## src/rtl/rx_cp_remove_pkg.sv

```systemverilog
// Shared definitions for the receive-side cyclic-prefix removal stage:
// CP length select codes, FSM states and complex sample field positions.
package rx_cp_remove_pkg;

  localparam logic [1:0] CP_1_32 = 2'd0;
  localparam logic [1:0] CP_1_16 = 2'd1;
  localparam logic [1:0] CP_1_8  = 2'd2;
  localparam logic [1:0] CP_1_4  = 2'd3;

  typedef enum logic [1:0] {
    IDLE = 2'd0,
    CP   = 2'd1,
    BODY = 2'd2
  } rx_state_e;

  // Sample layout: Im in the upper half, Re in the lower half, both 2.14.
  localparam int RE_LSB = 0;
  localparam int RE_MSB = 15;
  localparam int IM_LSB = 16;
  localparam int IM_MSB = 31;

endpackage

```

## src/rtl/rx_cp_remove.sv

```systemverilog
// Cyclic-prefix removal ahead of the FFT: drops cp_len samples per symbol and
// forwards NFFT body samples through a single registered Wishbone-style output.
module rx_cp_remove
  import rx_cp_remove_pkg::*;
#(
  parameter int NFFT_LOG2 = 11,
  parameter int DW        = 32
) (
  input  logic          CLK_I,
  input  logic          RST_I,
  input  logic [1:0]    CP_SEL,
  input  logic [DW-1:0] DAT_I,
  input  logic          WE_I,
  input  logic          STB_I,
  input  logic          CYC_I,
  output logic          ACK_O,
  output logic [DW-1:0] DAT_O,
  output logic          CYC_O,
  output logic          STB_O,
  output logic          WE_O,
  input  logic          ACK_I,
  output logic [7:0]    SYM_CNT,
  output rx_state_e     o_dbg_state
);

  localparam logic [NFFT_LOG2-1:0] ONE      = {{(NFFT_LOG2-1){1'b0}}, 1'b1};
  localparam logic [NFFT_LOG2-1:0] CP_BASE  = ONE << (NFFT_LOG2 - 5);
  localparam logic [NFFT_LOG2-1:0] CNT_LAST = '1;

  // Handshake: an input sample moves when CYC_I & STB_I & WE_I & ACK_O; an
  // output sample moves when STB_O & ACK_I. ACK_O never depends on STB_I.
  rx_state_e            r_state;
  rx_state_e            w_state_nxt;
  logic [NFFT_LOG2-1:0] r_cnt;
  logic [NFFT_LOG2-1:0] r_cp_len;
  logic [7:0]           r_sym_cnt;
  logic [DW-1:0]        r_dat;
  logic                 r_stb;
  logic                 r_cyc;
  logic                 w_ack;
  logic                 w_in_xfer;
  logic                 w_start;
  logic                 w_cp_done;
  logic                 w_load;
  logic                 w_sym_done;

  always_comb begin
    w_ack = 1'b0;
    case (r_state)
      CP:      w_ack = CYC_I;
      BODY:    w_ack = CYC_I & ~(r_stb & ~ACK_I);
      default: w_ack = 1'b0;
    endcase
  end

  assign w_in_xfer  = CYC_I & STB_I & WE_I & w_ack;
  assign w_start    = (r_state == IDLE) & CYC_I;
  assign w_cp_done  = (r_state == CP) & w_in_xfer & (r_cnt == (r_cp_len - ONE));
  assign w_load     = (r_state == BODY) & w_in_xfer;
  assign w_sym_done = w_load & (r_cnt == CNT_LAST);

  always_comb begin
    w_state_nxt = r_state;
    if (!CYC_I) begin
      w_state_nxt = IDLE;
    end else begin
      case (r_state)
        IDLE:    w_state_nxt = CP;
        CP:      if (w_cp_done)  w_state_nxt = BODY;
        BODY:    if (w_sym_done) w_state_nxt = CP;
        default: w_state_nxt = IDLE;
      endcase
    end
  end

  always_ff @(posedge CLK_I or posedge RST_I) begin
    if (RST_I) r_state <= IDLE;
    else       r_state <= w_state_nxt;
  end

  // CP length is only sampled at burst start; mid-burst CP_SEL changes are ignored.
  always_ff @(posedge CLK_I or posedge RST_I) begin
    if (RST_I) begin
      r_cnt     <= '0;
      r_cp_len  <= CP_BASE;
      r_sym_cnt <= '0;
    end else if (w_start) begin
      r_cnt     <= '0;
      r_cp_len  <= CP_BASE << CP_SEL;
      r_sym_cnt <= '0;
    end else if (w_cp_done || w_sym_done) begin
      r_cnt <= '0;
      if (w_sym_done) r_sym_cnt <= r_sym_cnt + 8'd1;
    end else if (w_in_xfer) begin
      r_cnt <= r_cnt + ONE;
    end
  end

  // CYC_O spans the whole burst, CP gaps included, and drops only once drained.
  always_ff @(posedge CLK_I or posedge RST_I) begin
    if (RST_I) begin
      r_dat <= '0;
      r_stb <= 1'b0;
      r_cyc <= 1'b0;
    end else begin
      if (w_load) begin
        r_dat <= DAT_I;
        r_stb <= 1'b1;
      end else if (ACK_I) begin
        r_stb <= 1'b0;
      end
      if (w_load)                                     r_cyc <= 1'b1;
      else if ((r_state == IDLE) && !CYC_I && !r_stb) r_cyc <= 1'b0;
    end
  end

  assign ACK_O       = w_ack;
  assign DAT_O       = r_dat;
  assign STB_O       = r_stb;
  assign WE_O        = r_stb;
  assign CYC_O       = r_cyc;
  assign SYM_CNT     = r_sym_cnt;
  assign o_dbg_state = r_state;

endmodule

```

## config.mk

```make
export PLATFORM = sky130hd
export DESIGN_NAME = rx_cp_remove
export DESIGN_NICKNAME = d
export VERILOG_FILES = /design/src/rtl/rx_cp_remove_pkg.sv /design/src/rtl/rx_cp_remove.sv
export SDC_FILE = /design/constraint.sdc
export NUM_CORES = 1
export LEC_CHECK = 0
export CAP_MARGIN = 40
export CORE_MARGIN = 5
export CORE_UTILIZATION = 35
export CTS_CLUSTER_DIAMETER = 30
export CTS_CLUSTER_SIZE = 14
export DETAILED_ROUTE_END_ITERATION = 16
export GPL_TIMING_DRIVEN = 0
export PLACE_DENSITY = 0.63
export SETUP_SLACK_MARGIN = 0.15
export SYNTH_ARGS = -nofsm -noshare
export SYNTH_HDL_FRONTEND = slang
export SYNTH_SLANG_ARGS = --single-unit
```

## constraint.sdc

```tcl
create_clock -name CLK_I -period 3.75 [get_ports CLK_I]
set_clock_uncertainty 0.15 [all_clocks]
set_input_delay 0.75 -clock CLK_I [delete_from_list [all_inputs] [get_ports CLK_I]]
set_output_delay 0.75 -clock CLK_I [all_outputs]
set_load 0.01 [all_outputs]
```

; Word level (Yosys, flattened, before mapping)
; Cells that the tools add are included.
[op_classes]
muxes = 15
reduce_logical = 13
add_sub_neg = 3
n_eq_ne = 6
bitwise_logic = 12
shift = 1
[op_table]
columns = cell, count
row1 = 11-bit two-way mux, 3
row2 = 8-bit two-way mux, 3
row3 = "11-bit by 1-bit adder with 11-bit output, second input constant", 1
row4 = 11-bit equality test, 1
row5 = "11-bit equality test, second input constant", 1
row6 = "7-bit by 2-bit left shift with 11-bit output, first input constant", 1
row7 = "11-bit by 1-bit subtractor with 11-bit output, second input constant", 1
row8 = 1-bit bitwise AND, 10
row9 = "8-bit by 1-bit adder with 8-bit output, second input constant", 1
row10 = 2-bit nonzero test, 4
row11 = 2-bit two-way mux, 3
row12 = "3-bit != test, second input constant", 2
row13 = 2-bit case mux with 3 select lines, 1
row14 = 1-bit two-way mux, 4
row15 = 2-bit AND reduction, 2
row16 = 3-bit nonzero test, 1
row17 = "2-bit by 1-bit equality test with 1-bit output, second input constant", 1
row18 = "2-bit equality test, second input constant", 1
row19 = 1-bit logical AND, 2
row20 = 1-bit logical NOT, 2
row21 = 2-bit logical NOT, 1
row22 = 1-bit NOT, 2
row23 = 1-bit case mux with 2 select lines, 1
row24 = 1-bit logical OR, 1
[totals]
inputBits = 40
register_bits = 66
output_inout_bits = 46
word_cells = 57

; Depth between registers and ports, before layout
; Gate-level depths: netlist of run 1.
[logic_depth]
depth_word = 11
depth_mapped = 8
ltp_nobuf = 7

; Least setup slack after synthesis of run 1
; No wires, ideal clock.
[synth_timing]
path_type = input -> register
start = input port CYC_I
end = register r_dat[19], in the netlist DAT_O[19]
required_ns = 3.475
setup_slack_ns = 1.400
setup_ns = 0.125
arrival_time_ns = 2.076
stages = 6
path_buffers = 3
cell_sequence = clkbuf_2 o211ai_4 nor4_4 buf_6 buf_2 mux2_2
[synth_between]
elab_chain_len = 4
elab_cells_between_ends = 6
cone_classes = 1 x mux / 5 x bitwise
[synth_lines]
columns = element, line_no
row1 = "start, declared", rx_cp_remove.sv:15  ; input logic CYC_I,
row2 = "1-bit bitwise AND, on equally long branches", "rx_cp_remove.sv:51, rx_cp_remove.sv:56"
row3 = 1-bit case mux with 2 select lines / 1-bit bitwise AND (equally long branches), "rx_cp_remove.sv:49, rx_cp_remove.sv:56"
row4 = 1-bit bitwise AND (*), rx_cp_remove.sv:56  ; assign w_in_xfer = CYC_I & STB_I & WE_I & w_ack;
row5 = 1-bit bitwise AND (*), rx_cp_remove.sv:59  ; assign w_load = (r_state == BODY) & w_in_xfer;
row6 = "end signal, assigned", rx_cp_remove.sv:102  ; r_dat <= '0;
row7 = "end signal, assigned", rx_cp_remove.sv:107  ; r_dat <= DAT_I;
row8 = "end, declared", rx_cp_remove.sv:37  ; logic [DW-1:0] r_dat;
; Every way passes the cells marked *; elsewhere a longest branch is shown, timed or not.
; A chain may end at the register's enable or synchronous reset.

; Final worst setup path of run 1
[layout_timing]
start = input port ACK_I
end = output port ACK_O
[layout_between]
elab_chain_len = 5
[layout_lines]
columns = element, line_no
row1 = "start, declared", rx_cp_remove.sv:21  ; input logic ACK_I,
row2 = 1-bit NOT, rx_cp_remove.sv:51  ; BODY: w_ack = CYC_I & ~(r_stb & ~ACK_I);
row3 = 1-bit bitwise AND, rx_cp_remove.sv:51
row4 = 1-bit NOT, rx_cp_remove.sv:51
row5 = 1-bit bitwise AND, rx_cp_remove.sv:51
row6 = 1-bit case mux with 2 select lines, rx_cp_remove.sv:49  ; case (r_state)
row7 = "end, declared", rx_cp_remove.sv:16  ; output logic ACK_O,
; No other way between the ends.

==> run summary, run 1 <==
Syn_nets - 284
GRT Residual Overflow - 0
Tot GR Track Use - 13.9%
PortBufs - 84
Top cell type's share of synthesized area - 51.7%
Largest net degree at the start of global routing - 35
Fin. Hold Viols - 0
Avg Synthesized Cell Area - 11.8 um2
CTS tree - yes
EDFF count, synth - 0
Vias - 2,099
Clk pwr share - 38.2%
GRT Max-Usage Layer - met2
Worst Setup Slack, final - 0.551 ns
I/O Pins - 86
H-tree Lvls - 3
ANT nets after route - 0
CTS clock-pin slew for the worst setup and hold paths - 0.06 ns
Post-synth top area cell - dfrtp_1
Final Cycle Share - 85.3%
Net Sw Frac - 25.5%
Area delta synth->final - 41.2%
Layout filler cell count - 723
# diodes - 0
FF-to-FF path depth - 7
Leakage power - 1.81 nW
PD cells - 328 mW/mm2
Worst slew pin tran - 0.583 ns
Status - completed
M3 GR Usage - 3.51%
Largest fanout on the critical path - 3
Max Fclk - 313 MHz
Starting density of the core - 36.1%
Critical Path Source - ACK_I
Switch Pwr - 0.331 mW
Slew Limit Fails - 0
Yosys warning count - 0
Gates resized, CTS repair - 0
Root Buffer - clkbuf_8
RSZ-0062 raised after global routing - false
Yosys reg bits - 59
R2R Path End - DAT_O[23]
Count of cell types in the netlist - 41
Die X - 99.5 um
Met2 GRT Util - 21.8%
# hold bufs at CTS - 0
GP Congestion - 0.761
Final setup viols - 0
CP endpoint - ACK_O
Core area - 0.00777 mm2
R2R Setup Slk - 1.21 ns
Int Pwr - 0.969 mW
Power share of the combinational group - 11.2%
Worst hold path class - reg2reg
Slowest CP cell - nor3b_1
Worst Setup End Kind - primary output
CP cell instances - clkdlybuf4s50_1, nor3b_1, nor2_1, clkdlybuf4s50_1
DRT iter0 DRCs - 67
Share of flip-flops with an asynchronous set or reset - 100%
CTS Sinks - 59
Hpwl dp - 4990 um
Ys flop type - dfrtp_1
Rel. slew slack - 61.1%
WHS - 0.337 ns
Total Neg Setup Slack - 0 ns
Place WS - 0.538 ns
Worst Setup Start Kind - input port
Initial antenna violation count - 0
Nets - 380
Drt drc - 0
Top post-synthesis cells by count - dfrtp_1 (58), mux2_2 (32), nor2_1 (22)
Routed wire length - 6620 um
Min Clock Period, post-route - 3.20 ns
Largest cells by area after synthesis - dfrtp_1 (52%), mux2_2 (13%), xor2_1 (5.0%)
WL/cell - 15.1 um
VDD IR max - 0.192 mV
Worst-Skew Late Latency - 0.34 ns
Most Frequent Cell on Critical Path - clkdlybuf4s50_1
Global-route wire length before repair - 10,800 um
Fraction of layout cells with a size suffix above 1 - 18.7%
Die Area - 0.00991 mm2
Pre-Repair DR Iteration Count - 4
Critical Path RT - 2.85 ns
Mapped Cells - 237
Post-synthesis sequential area ratio - 52.7%
Worst EP arrival - 2.30 ns
Vias in the first global route - 2,157
Critical R2R Launch - o_dbg_state[0]
Postcts setup bufs - 0
Max incr delay on CP - 0.51 ns
Total CTS buffers - 9
Std-Cell Rows - 32
Flop pwr share - 50.6%
Met1 GRT Util - 17.8%
Critical path class - in2out
Most frequent cell after synthesis - dfrtp_1
Post-synthesis cell area - 0.00281 mm2
Die Ht - 99.5 um
Vias/cell - 4.78
Number of max-cap violations - 0
CTS max path bufs - 2
cells by family after synthesis:
| kind of cell | count (synthesis) | share of synthesized area, % |
|---|---|---|
| AO/OA/AOI/OAI | 22 | 6.20 |
| XOR/XNOR | 20 | 6.24 |
| adder cells (fa/ha/maj) | 7 | 3.12 |
| buffers and inverters | 17 | 2.99 |
| flip-flops | 59 | 52.7 |
| multiplexers | 34 | 13.6 |
| AND/OR/NAND/NOR | 78 | 15.2 |
stage by stage:
step                      area [um2]  utilization, %  total power [mW]  std cells
after CTS                       3960            51.0              1.32        439
final                           3960            51.0              1.30        439
after global placement          3770            48.6             0.812        423
after detailed placement        3790            48.9             0.816        424
after floorplan                 2810               -             0.747        237
after global routing            3960            51.0              1.36        439
worst max-delay path: cells and delay by family:
kind                   cells  cell delay [ns]
buffers and inverters      2             0.93
AND/OR/NAND/NOR            2             0.62
area by class of cell:
| type | instances | area [um2] | area share [%] |
|---|---|---|---|
| buffer | 8 | 50.0 | 1.26 |
| clock buffer | 10 | 138 | 3.47 |
| clock inverter | 5 | 30.0 | 0.758 |
| inverter | 9 | 33.8 | 0.853 |
| multi-input combinational | 161 | 1240 | 31.4 |
| sequential | 59 | 1480 | 37.3 |
| tap | 102 | 128 | 3.22 |
| timing repair buffer | 85 | 861 | 21.7 |
power groups by stage:
stage / registers [mW] / clock network [mW] / logic, mW
6_report: 0.658 / 0.497 / 0.146
4_1_cts: 0.658 / 0.516 / 0.148
3_3_place_gp: 0.670 / 0 / 0.142
2_1_floorplan: 0.668 / 0 / 0.0788
3_5_place_dp: 0.670 / 0 / 0.147
5_1_grt: 0.659 / 0.537 / 0.162
sequential cells by signal (all words and copies together), names as in the netlist:
signal	count
o_dbg_state	2
STB_O	1
SYM_CNT	8
r_cp_len	4
CYC_O	1
DAT_O	32
r_cnt	11
how the worst min path moves through the flow:
stage | startpoint | end | slack, ns | cells after the start
after floorplan | r_cp_len[6] | r_cp_len[6] | 0.35 | 2
after global placement | CYC_O | CYC_O | 0.31 | 1
after detailed placement | CYC_O | CYC_O | 0.32 | 1
after CTS | CYC_O | CYC_O | 0.34 | 1
after global routing | CYC_O | CYC_O | 0.37 | 1
final | CYC_O | CYC_O | 0.34 | 1
routing by layer:
metal / vias up / share of wire (%)
met2: 50 / 49
met4: 0 / 2.3
li1: 1027 / -
met3: 11 / 5.2
met5: - / 0
met1: 1011 / 43
cell usage in the layout (no fill, tap or decap), drive strengths merged, types with 3 or more instances in the layout:
cell type	Yosys	routed
clkinv	0	3
dfrtp	58	58
a21o	4	4
inv	9	9
clkdlybuf4s50	0	84
nand2	13	13
buf	6	7
nand3b	3	3
nor2	22	22
xor2	16	16
o21ai	5	5
and3	6	6
clkbuf	2	12
nand3	9	9
a21oi	6	6
xnor2	4	4
or3	3	3
mux2	32	32
ha	7	7
nand4	10	10
nor3	4	4
Note: power is estimated with default switching activity, not from simulation.
==> run 2: changes to the inputs <==
SKIP_LAST_GASP = 1   (was default)
==> results of run 2 <==
Same layout as run 1: the final DEF is identical, and so are final timing and power.
==> run 3: changes to the inputs <==
PLACE_DENSITY = 0.74   (was 0.63)
==> run 3 against run 2 <==
Compared with the run above: hold slack improved by 0.017 ns; clock power rose by 5.4%; flip-flop and latch count did not move; global-route usage is 0.75 points lower; power grew 2.0%; setup slack improved by 0.015 ns; critical path depth did not move; largest cell class unchanged; via count rose by 1.7%; first-iteration DRC count grew 19%.
==> run summary, run 3 (synthesis results as in run 1) <==
Largest fanout on the critical path - 3
Nets - 380
PD cells - 334 mW/mm2
Initial antenna violation count - 0
Critical path class - in2out
Worst-Skew Late Latency - 0.33 ns
Vias/cell - 4.85
Status - completed
Fraction of layout cells with a size suffix above 1 - 18.6%
CTS tree - yes
Fin. Hold Viols - 0
Number of flip-flops in the largest register - 32
CTS clock-pin slew for the worst setup and hold paths - 0.07 ns
CTS max path bufs - 2
Most common cell after layout, fill and taps aside - clkdlybuf4s50_1
Max Fclk - 314 MHz
DRT iter0 DRCs - 80
Rel. slew slack - 60.3%
Critical R2R Launch - o_dbg_state[1]
PortBufs - 84
Final setup viols - 0
GRT Residual Overflow - 0
Drt drc - 0
Worst Setup Start Kind - input port
# hold bufs at CTS - 0
Min Clock Period, post-route - 3.18 ns
GP Congestion - 0.808
Slew Limit Fails - 0
Gates resized, CTS repair - 0
ANT nets after route - 0
Total CTS buffers - 9
WL/cell - 14.2 um
Die Area - 0.00991 mm2
Hpwl dp - 4650 um
Postcts setup bufs - 0
Std-Cell Rows - 32
Commonest cells after routing, fill and taps aside - clkdlybuf4s50_1 (84), dfrtp_1 (58), mux2_2 (32)
Worst Setup End Kind - primary output
Overall power - 1.33 mW
Leakage power - 1.81 nW
Global-route wire length before repair - 10,500 um
Worst hold path class - reg2reg
Critical Path RT - 2.85 ns
CTS Sinks - 59
Worst slew pin tran - 0.595 ns
Hold path start - DAT_O[11]
Pre-Repair DR Iteration Count - 4
Final Core Density - 51.2%
Area delta synth->final - 41.6%
VDD IR max - 0.211 mV
WHS - 0.354 ns
Number of max-cap violations - 0
Routed wire length - 6270 um
Largest net degree at the start of global routing - 39
Vias - 2,134
Total Neg Setup Slack - 0 ns
Starting density of the core - 36.1%
Worst EP arrival - 2.28 ns
Die Ht - 99.5 um
Vias in the first global route - 2,248
Core area - 0.00777 mm2
Root Buffer - clkbuf_8
# diodes - 0
Critical Path Source - ACK_I
Tot GR Track Use - 13.2%
I/O Pins - 86
Die X - 99.5 um
H-tree Lvls - 3
Finished Layout Cells - 440
Dpl cells - 424
Final Cycle Share - 84.9%
RSZ-0062 raised after global routing - false
==> run 3: cell types whose count changed in the layout (fill, tap and decap cells not counted), sizes merged <==
cell and delta:
clkinv -1, clkbuf +2
==> run 3: worst paths after layout <==
check	to	slack, ns	depth (start not counted)
setup / recovery	ACK_O	0.57	4
hold / removal	DAT_O[11]	0.35	1
max in group asynchronous	r_cp_len[6]	2.19	3
hold reg to reg	DAT_O[11]	0.35	1
min in group asynchronous	DAT_O[10]	0.61	2
setup reg to reg	r_cnt[7]	1.20	7
==> run 3: report_power, final <==
part	internal [mW]	switching (mW)	leakage [nW]	total [mW]
combinational	0.0727	0.0720	0.908	0.145
sequential	0.647	0.0118	0.817	0.658
clock	0.274	0.250	0.0884	0.524
total	0.993	0.334	1.81	1.33
==> run 3: final cells by class <==
cell class	instances	area (um2)
clock buffer	12	155
inverter	9	33.8
buffer	8	50.0
timing repair buffer	85	861
fill	722	3790
multi-input combinational	161	1240
tap	102	128
sequential	59	1480
clock inverter	4	25.0
==> run 3: stage by stage <==
| step | instance area [um2] | setup WS [ns] |
|---|---|---|
| detailed placement | 3790 | 0.564 |
| floorplan | 2810 | 1.40 |
| global route | 3980 | 0.420 |
| finish | 3980 | 0.566 |
| CTS | 3980 | 0.546 |
| global placement | 3770 | 0.330 |
==> run 3: per-layer routing <==
layer	track usage [%]	routed length, um	vias up
met4	2.94	29	0
met5	0	0	-
met3	6.17	485	4
li1	-	-	1030
met1	16.0	2730	1036
met2	21.5	3030	64
==> run 3: critical path, stage by stage <==
cell,delay [ns]
clkdlybuf4s50_1,0.42
nor3b_1,0.53
nor2_1,0.08
clkdlybuf4s50_1,0.51
